`config.mk`:
```
export PLATFORM = sky130hd
export DESIGN_NAME = neuron_layer_trainer
export DESIGN_NICKNAME = d
export VERILOG_FILES = /design/src/rtl/neuron_layer_trainer.sv
export SDC_FILE = /design/constraint.sdc
export NUM_CORES = 2
export LEC_CHECK = 0
export ABC_AREA = 1
export CAP_MARGIN = 20
export CELL_PAD_IN_SITES_DETAIL_PLACEMENT = 2
export CELL_PAD_IN_SITES_GLOBAL_PLACEMENT = 2
export CORE_AREA = 8 8 568 570
export CTS_BUF_LIST = sky130_fd_sc_hd__clkbuf_4 sky130_fd_sc_hd__clkbuf_8 sky130_fd_sc_hd__clkbuf_16
export DETAILED_ROUTE_END_ITERATION = 10
export DIE_AREA = 0 0 576 578
export MAX_ROUTING_LAYER = met4
export PLACE_DENSITY = 0.61
export SLEW_MARGIN = 20
export SYNTH_ARGS = -nofsm -noshare
export SYNTH_HDL_FRONTEND = slang
export SYNTH_SLANG_ARGS = --single-unit
```
`constraint.sdc`:
```
create_clock -name clock -period 10 [get_ports clock]
set_clock_uncertainty 0.2 [all_clocks]
set_input_delay 2 -clock clock [delete_from_list [all_inputs] [get_ports clock]]
set_output_delay 2 -clock clock [all_outputs]
set_load 0.01 [all_outputs]
```
`src/rtl/neuron_layer_trainer.sv`:
```
// neuron_layer_trainer
//   Sequences one neuron layer through forward (and optionally learn) passes
//   over a streamed sample set for a programmable number of epochs. Each
//   accepted sample is held on layer_in/layer_expected_out while the layer
//   settles. The layer output is then captured and its absolute error against
//   the target is reported per sample and accumulated per epoch.
//
// Ports
//   clock, reset        rising-edge clock, synchronous active-high reset
//   start/train/epochs_cfg  run control; train and epochs_cfg latched at start
//   sample_valid/ready/last, sample_in, sample_expected   sample stream
//   layer_valid/learn, layer_in, layer_expected_out       drive to the layer
//   layer_out           layer outputs
//   result_valid, result_out, sample_err                  per-sample result
//   epoch_err, epoch_count                                epoch progress
//   busy, done          status; done is a one-cycle end-of-run strobe
//
// state    | meaning
// IDLE     | waiting for start
// FETCH    | sample_ready high, waiting for a sample
// FWD      | layer_valid held while the layer settles
// CAPTURE  | result_valid strobe, epoch error accumulated
// LEARN    | one-cycle learn strobe (train runs only)
// DONE     | one-cycle done strobe
module neuron_layer_trainer #(
  parameter int N      = 16,
  parameter int M      = 36,
  parameter int ZW     = 8,
  parameter int SETTLE = 2,
  parameter int ERR_W  = 24
) (
  input  logic              clock,
  input  logic              reset,
  input  logic              start,
  input  logic              train,
  input  logic [7:0]        epochs_cfg,
  input  logic              sample_valid,
  output logic              sample_ready,
  input  logic              sample_last,
  input  logic [N*ZW-1:0]   sample_in,
  input  logic [M*ZW-1:0]   sample_expected,
  output logic              layer_valid,
  output logic              layer_learn,
  output logic [N*ZW-1:0]   layer_in,
  output logic [M*ZW-1:0]   layer_expected_out,
  input  logic [M*ZW-1:0]   layer_out,
  output logic              result_valid,
  output logic [M*ZW-1:0]   result_out,
  output logic [ZW+5:0]     sample_err,
  output logic [ERR_W-1:0]  epoch_err,
  output logic [7:0]        epoch_count,
  output logic              busy,
  output logic              done
);

  localparam int SW  = ZW + 6;
  localparam int EW1 = ERR_W + 1;
  localparam int CW  = $clog2(SETTLE + 1);

  localparam logic [2:0] S_IDLE    = 3'd0;
  localparam logic [2:0] S_FETCH   = 3'd1;
  localparam logic [2:0] S_FWD     = 3'd2;
  localparam logic [2:0] S_CAPTURE = 3'd3;
  localparam logic [2:0] S_LEARN   = 3'd4;
  localparam logic [2:0] S_DONE    = 3'd5;

  logic [2:0]    state;
  logic [CW-1:0] settle_cnt;
  logic          train_q;
  logic          last_q;
  logic [7:0]    epochs_q;
  logic [SW-1:0] err_comb;
  logic [EW1-1:0] ep_sum;
  logic [7:0]    next_count;
  logic          final_epoch;
  logic          decide;

  assign sample_ready = (state == S_FETCH);
  assign layer_valid  = (state == S_FWD) || (state == S_LEARN);
  assign layer_learn  = (state == S_LEARN);
  assign result_valid = (state == S_CAPTURE);
  assign busy         = (state != S_IDLE);
  assign done         = (state == S_DONE);

  // Sum of per-element absolute differences; ZW+6 bits holds M<=64 terms.
  always_comb begin
    logic [ZW-1:0] a;
    logic [ZW-1:0] b;
    a        = '0;
    b        = '0;
    err_comb = '0;
    for (int i = 0; i < M; i++) begin
      a        = layer_out[i*ZW +: ZW];
      b        = layer_expected_out[i*ZW +: ZW];
      err_comb = err_comb + SW'((a > b) ? (a - b) : (b - a));
    end
  end

  assign ep_sum      = {1'b0, epoch_err} + EW1'(sample_err);
  assign next_count  = epoch_count + 8'd1;
  assign final_epoch = (next_count == epochs_q);
  // End-of-sample decision point: right after CAPTURE for infer, after LEARN for train.
  assign decide      = ((state == S_CAPTURE) && !train_q) || (state == S_LEARN);

  always_ff @(posedge clock) begin
    if (reset) begin
      state              <= S_IDLE;
      settle_cnt         <= '0;
      train_q            <= 1'b0;
      last_q             <= 1'b0;
      epochs_q           <= 8'd1;
      layer_in           <= '0;
      layer_expected_out <= '0;
      result_out         <= '0;
      sample_err         <= '0;
      epoch_err          <= '0;
      epoch_count        <= '0;
    end else begin
      case (state)
        S_IDLE: begin
          if (start) begin
            train_q     <= train;
            epochs_q    <= (epochs_cfg == 8'd0) ? 8'd1 : epochs_cfg;
            epoch_count <= '0;
            epoch_err   <= '0;
            state       <= S_FETCH;
          end
        end
        S_FETCH: begin
          if (sample_valid) begin
            layer_in           <= sample_in;
            layer_expected_out <= sample_expected;
            last_q             <= sample_last;
            settle_cnt         <= CW'(SETTLE);
            state              <= S_FWD;
          end
        end
        S_FWD: begin
          settle_cnt <= settle_cnt - CW'(1);
          if (settle_cnt == CW'(1)) begin
            result_out <= layer_out;
            sample_err <= err_comb;
            state      <= S_CAPTURE;
          end
        end
        S_CAPTURE: begin
          epoch_err <= ep_sum[ERR_W] ? '1 : ep_sum[ERR_W-1:0];
          if (train_q) state <= S_LEARN;
        end
        S_DONE:  state <= S_IDLE;
        default: ;
      endcase

      // Placed after the case so the epoch-boundary clear overrides the
      // accumulate performed in the same CAPTURE cycle of an infer run.
      if (decide) begin
        if (!last_q) begin
          state <= S_FETCH;
        end else begin
          epoch_count <= next_count;
          if (final_epoch) begin
            state <= S_DONE;
          end else begin
            epoch_err <= '0;
            state     <= S_FETCH;
          end
        end
      end
    end
  end

endmodule

```
==> flow_summary_export.csv <==
group,metric,value,unit
worst_setup_path,worstPathArrival,10.33,ns
min_path,min_path_type,"reg2reg",
detailed_routing,totalWireLength,394,mm
floorplanning,chipWidth,576,um
yosys,ys_types,51,
min_path,holdPathStages,2,
clock_network,cts_root_buf,"clkbuf_16",
floorplanning,initial_core_util,20.2,%
yosys,synthesis.nets,10400,
layout,layout_commonest_cell,"buf_4",
layout,area_growth,54.2,%
flow_run,max_cap_viol_count,0,
worst_setup_path,endpoint_kind,"flop",
detailed_routing,wl_per_cell,25.1,um
yosys,synth_top_area_share,24.1,%
clock_network,cts_buffer_depth,4,
detailed_routing,drc,0,
worst_setup_path,crit_family,"adder cells",
yosys,synthesis.area,63400,sq um
clock_network,numCtsBuffers,113,
timing,finalSetupViolCount,0,
clock_network,cts_tree,"yes",
worst_setup_path,path_depth,32,
clock_network,clkSinkCount,765,
floorplanning,core,313000,sq um
timing,fmax,0.102,GHz
layout,utilization,31.2,%
floorplanning,die_h,578,um
placement,dp.cells,15500,
worst_setup_path,critPathBufInv,7,
timing,holdWs,0.285,ns
timing,period_share,98.0,%
worst_setup_path,crit_type,"in2reg",
worst_setup_path,cp-start-kind,"primary input",
worst_setup_path,cp_max_fo,3,
clock_network,clk_pin_slew,0.08,ns
yosys,synthFlopType,"dfxtp_1",
yosys,seq_area_frac_synth,24.1,%
timing,final-hold-violation-count,0,
yosys,synthTopCellsByArea,"dfxtp_1 (24%), fa_1 (13%), ha_1 (12%)",
worst_setup_path,r2r_start,"layer_expected_out[153]",
min_path,min_from,"epochs_q[2]",
global_route,grt.overflow.total,0,
detailed_routing,viasPerCell,4.44,
layout,final_cell_mix,"buf_4 (1572), inv_1 (1510), clkdlybuf4s50_1 (1467)",
clock_network,clock_latency,0.90,ns
detailed_routing,ant_nets,0,
timing,max_slew.worst_pin.slew,0.984,ns
global_route,antenna_found_initial,93,
worst_setup_path,cp_common_cell,"fa_1",
placement,globalplace.congestion,0.891,
floorplanning,io_pins,1474,
timing,period_minus_slack,9.80,ns
yosys,ys_ff_latch,765,
layout,n_fill_cell,36500,
global_route,track_usage,23.3,%
yosys,synth_top_area_cell,"dfxtp_1",
floorplanning,die-area,333000,sq um
yosys,synth_edf_count,0,
worst_setup_path,r2r_cells,32,
yosys,syn_area_per_cell,7.35,sq um
layout,nNetsFinal,13100,
global_route,grt_pass1_vias,78500,
worst_setup_path,slowest_stage,"fa_2",
yosys,ys_warn_count,0,
worst_setup_path,slowest_delay,0.66,ns
placement,pre_cts_ws,-0.871,ns
layout,multi_input_area,40500,sq um
detailed_routing,first_iter_violations,2602,
global_route,grt_max_degree,198,
detailed_routing,vias,69700,
yosys,async_flop_share,0,%
worst_setup_path,cp.required,10.53,ns
placement,io_buffers,1473,
outcome,outcome,"completed",
placement,dp.final_hpwl,340,mm
yosys,syn_inst,8627,
floorplanning,num_rows,206,
timing,relSlewSlack,34.4,%
timing,finalWorstSetupSlack,0.203,ns
worst_setup_path,critPathLaunch,"layer_out[154]",
detailed_routing,dr.pass1.iters,5,
layout,drive_above_1_share,16.7,%
clock_network,htreeDepth,3,
global_route,grt_pass1_wl,560,mm
timing,final_max_slew_viol_count,0,
layout,seq_area,15300,sq um
layout,stdcell_count,15700,
-- logic make-up after synthesis --
| family | after synthesis | share of synthesized area (%) |
|---|---|---|
| compound gates | 2317 | 19.5 |
| simple gates | 2211 | 14.0 |
| buf+inv | 1937 | 12.3 |
| fa+ha+maj | 1020 | 24.9 |
| flops | 765 | 24.1 |
| xor+xnor | 377 | 5.23 |
-- state kept, by name, indices dropped and copies added (netlist names) --
signal              count
sample_err             14
layer_expected_out    288
settle_cnt              2
result_out            288
epochs_q                8
state                   3
last_q                  1
layer_in              128
epoch_err              24
train_q                 1
epoch_count             8
-- worst min-delay path, cell delays in order (launching register included) --
cell and delay [ns]:
dfxtp_1 0.30, inv_1 0.07, a21oi_1 0.06
-- area by class of cell --
| type | count | share of cell area [%] |
|---|---|---|
| clock buffer | 162 | 3.39 |
| sequential | 765 | 15.7 |
| timing repair buffer | 3070 | 27.6 |
| multi-input combinational | 5925 | 41.4 |
| tap | 4160 | 5.32 |
| antenna | 57 | 0.146 |
| inverter | 1535 | 5.91 |
| clock inverter | 42 | 0.499 |
-- Yosys cell counts, types with 30 or more instances --
master / instances
ha_1: 620
buf_6: 36
nor2_1: 511
xor2_1: 275
a21oi_1: 1032
o21ai_0: 966
buf_2: 134
o211ai_1: 60
nand3_1: 196
o21bai_1: 30
fa_1: 400
xnor2_1: 101
dfxtp_1: 765
o221ai_1: 50
inv_1: 1515
or2_2: 33
o21ai_1: 53
clkbuf_1: 183
nand4_1: 52
a21o_1: 60
nand2_1: 1370
-- stage by stage --
stage	TNS, ns	cell area, sq um
floorplan	0	63400
global placement	-5.86	93600
detailed placement	-6.58	93600
CTS	0	97400
global route	-0.107	97800
finish	0	97800
-- final timing paths --
| check | endpoint | slack (ns) |
|---|---|---|
| setup / recovery | sample_err[12] | 0.20 |
| hold / removal | epochs_q[2] | 0.29 |
| setup reg to reg | sample_err[12] | 1.21 |
| hold reg to reg | epochs_q[2] | 0.29 |
-- layer usage --
| metal | part of all wire, % | vias to the layer above | global-route usage (%) |
|---|---|---|---|
| li1 | - | 33100 | - |
| met1 | 42 | 34900 | 27.1 |
| met2 | 50 | 1437 | 41.0 |
| met3 | 5.7 | 344 | 5.41 |
| met4 | 2.4 | 0 | 4.83 |
| met5 | 0 | - | - |
-- repair_timing --
action / 4_1_cts / 5_1_grt
resized for setup: 0 / 76
setup endpoints to repair: 0 / 6
hold buffers: 0 / 0
buffers inserted: 0 / 3
Power is left out: the tool's default activity adds up to more than one toggle a clock period on the data nets, which glitch-free logic cannot reach.
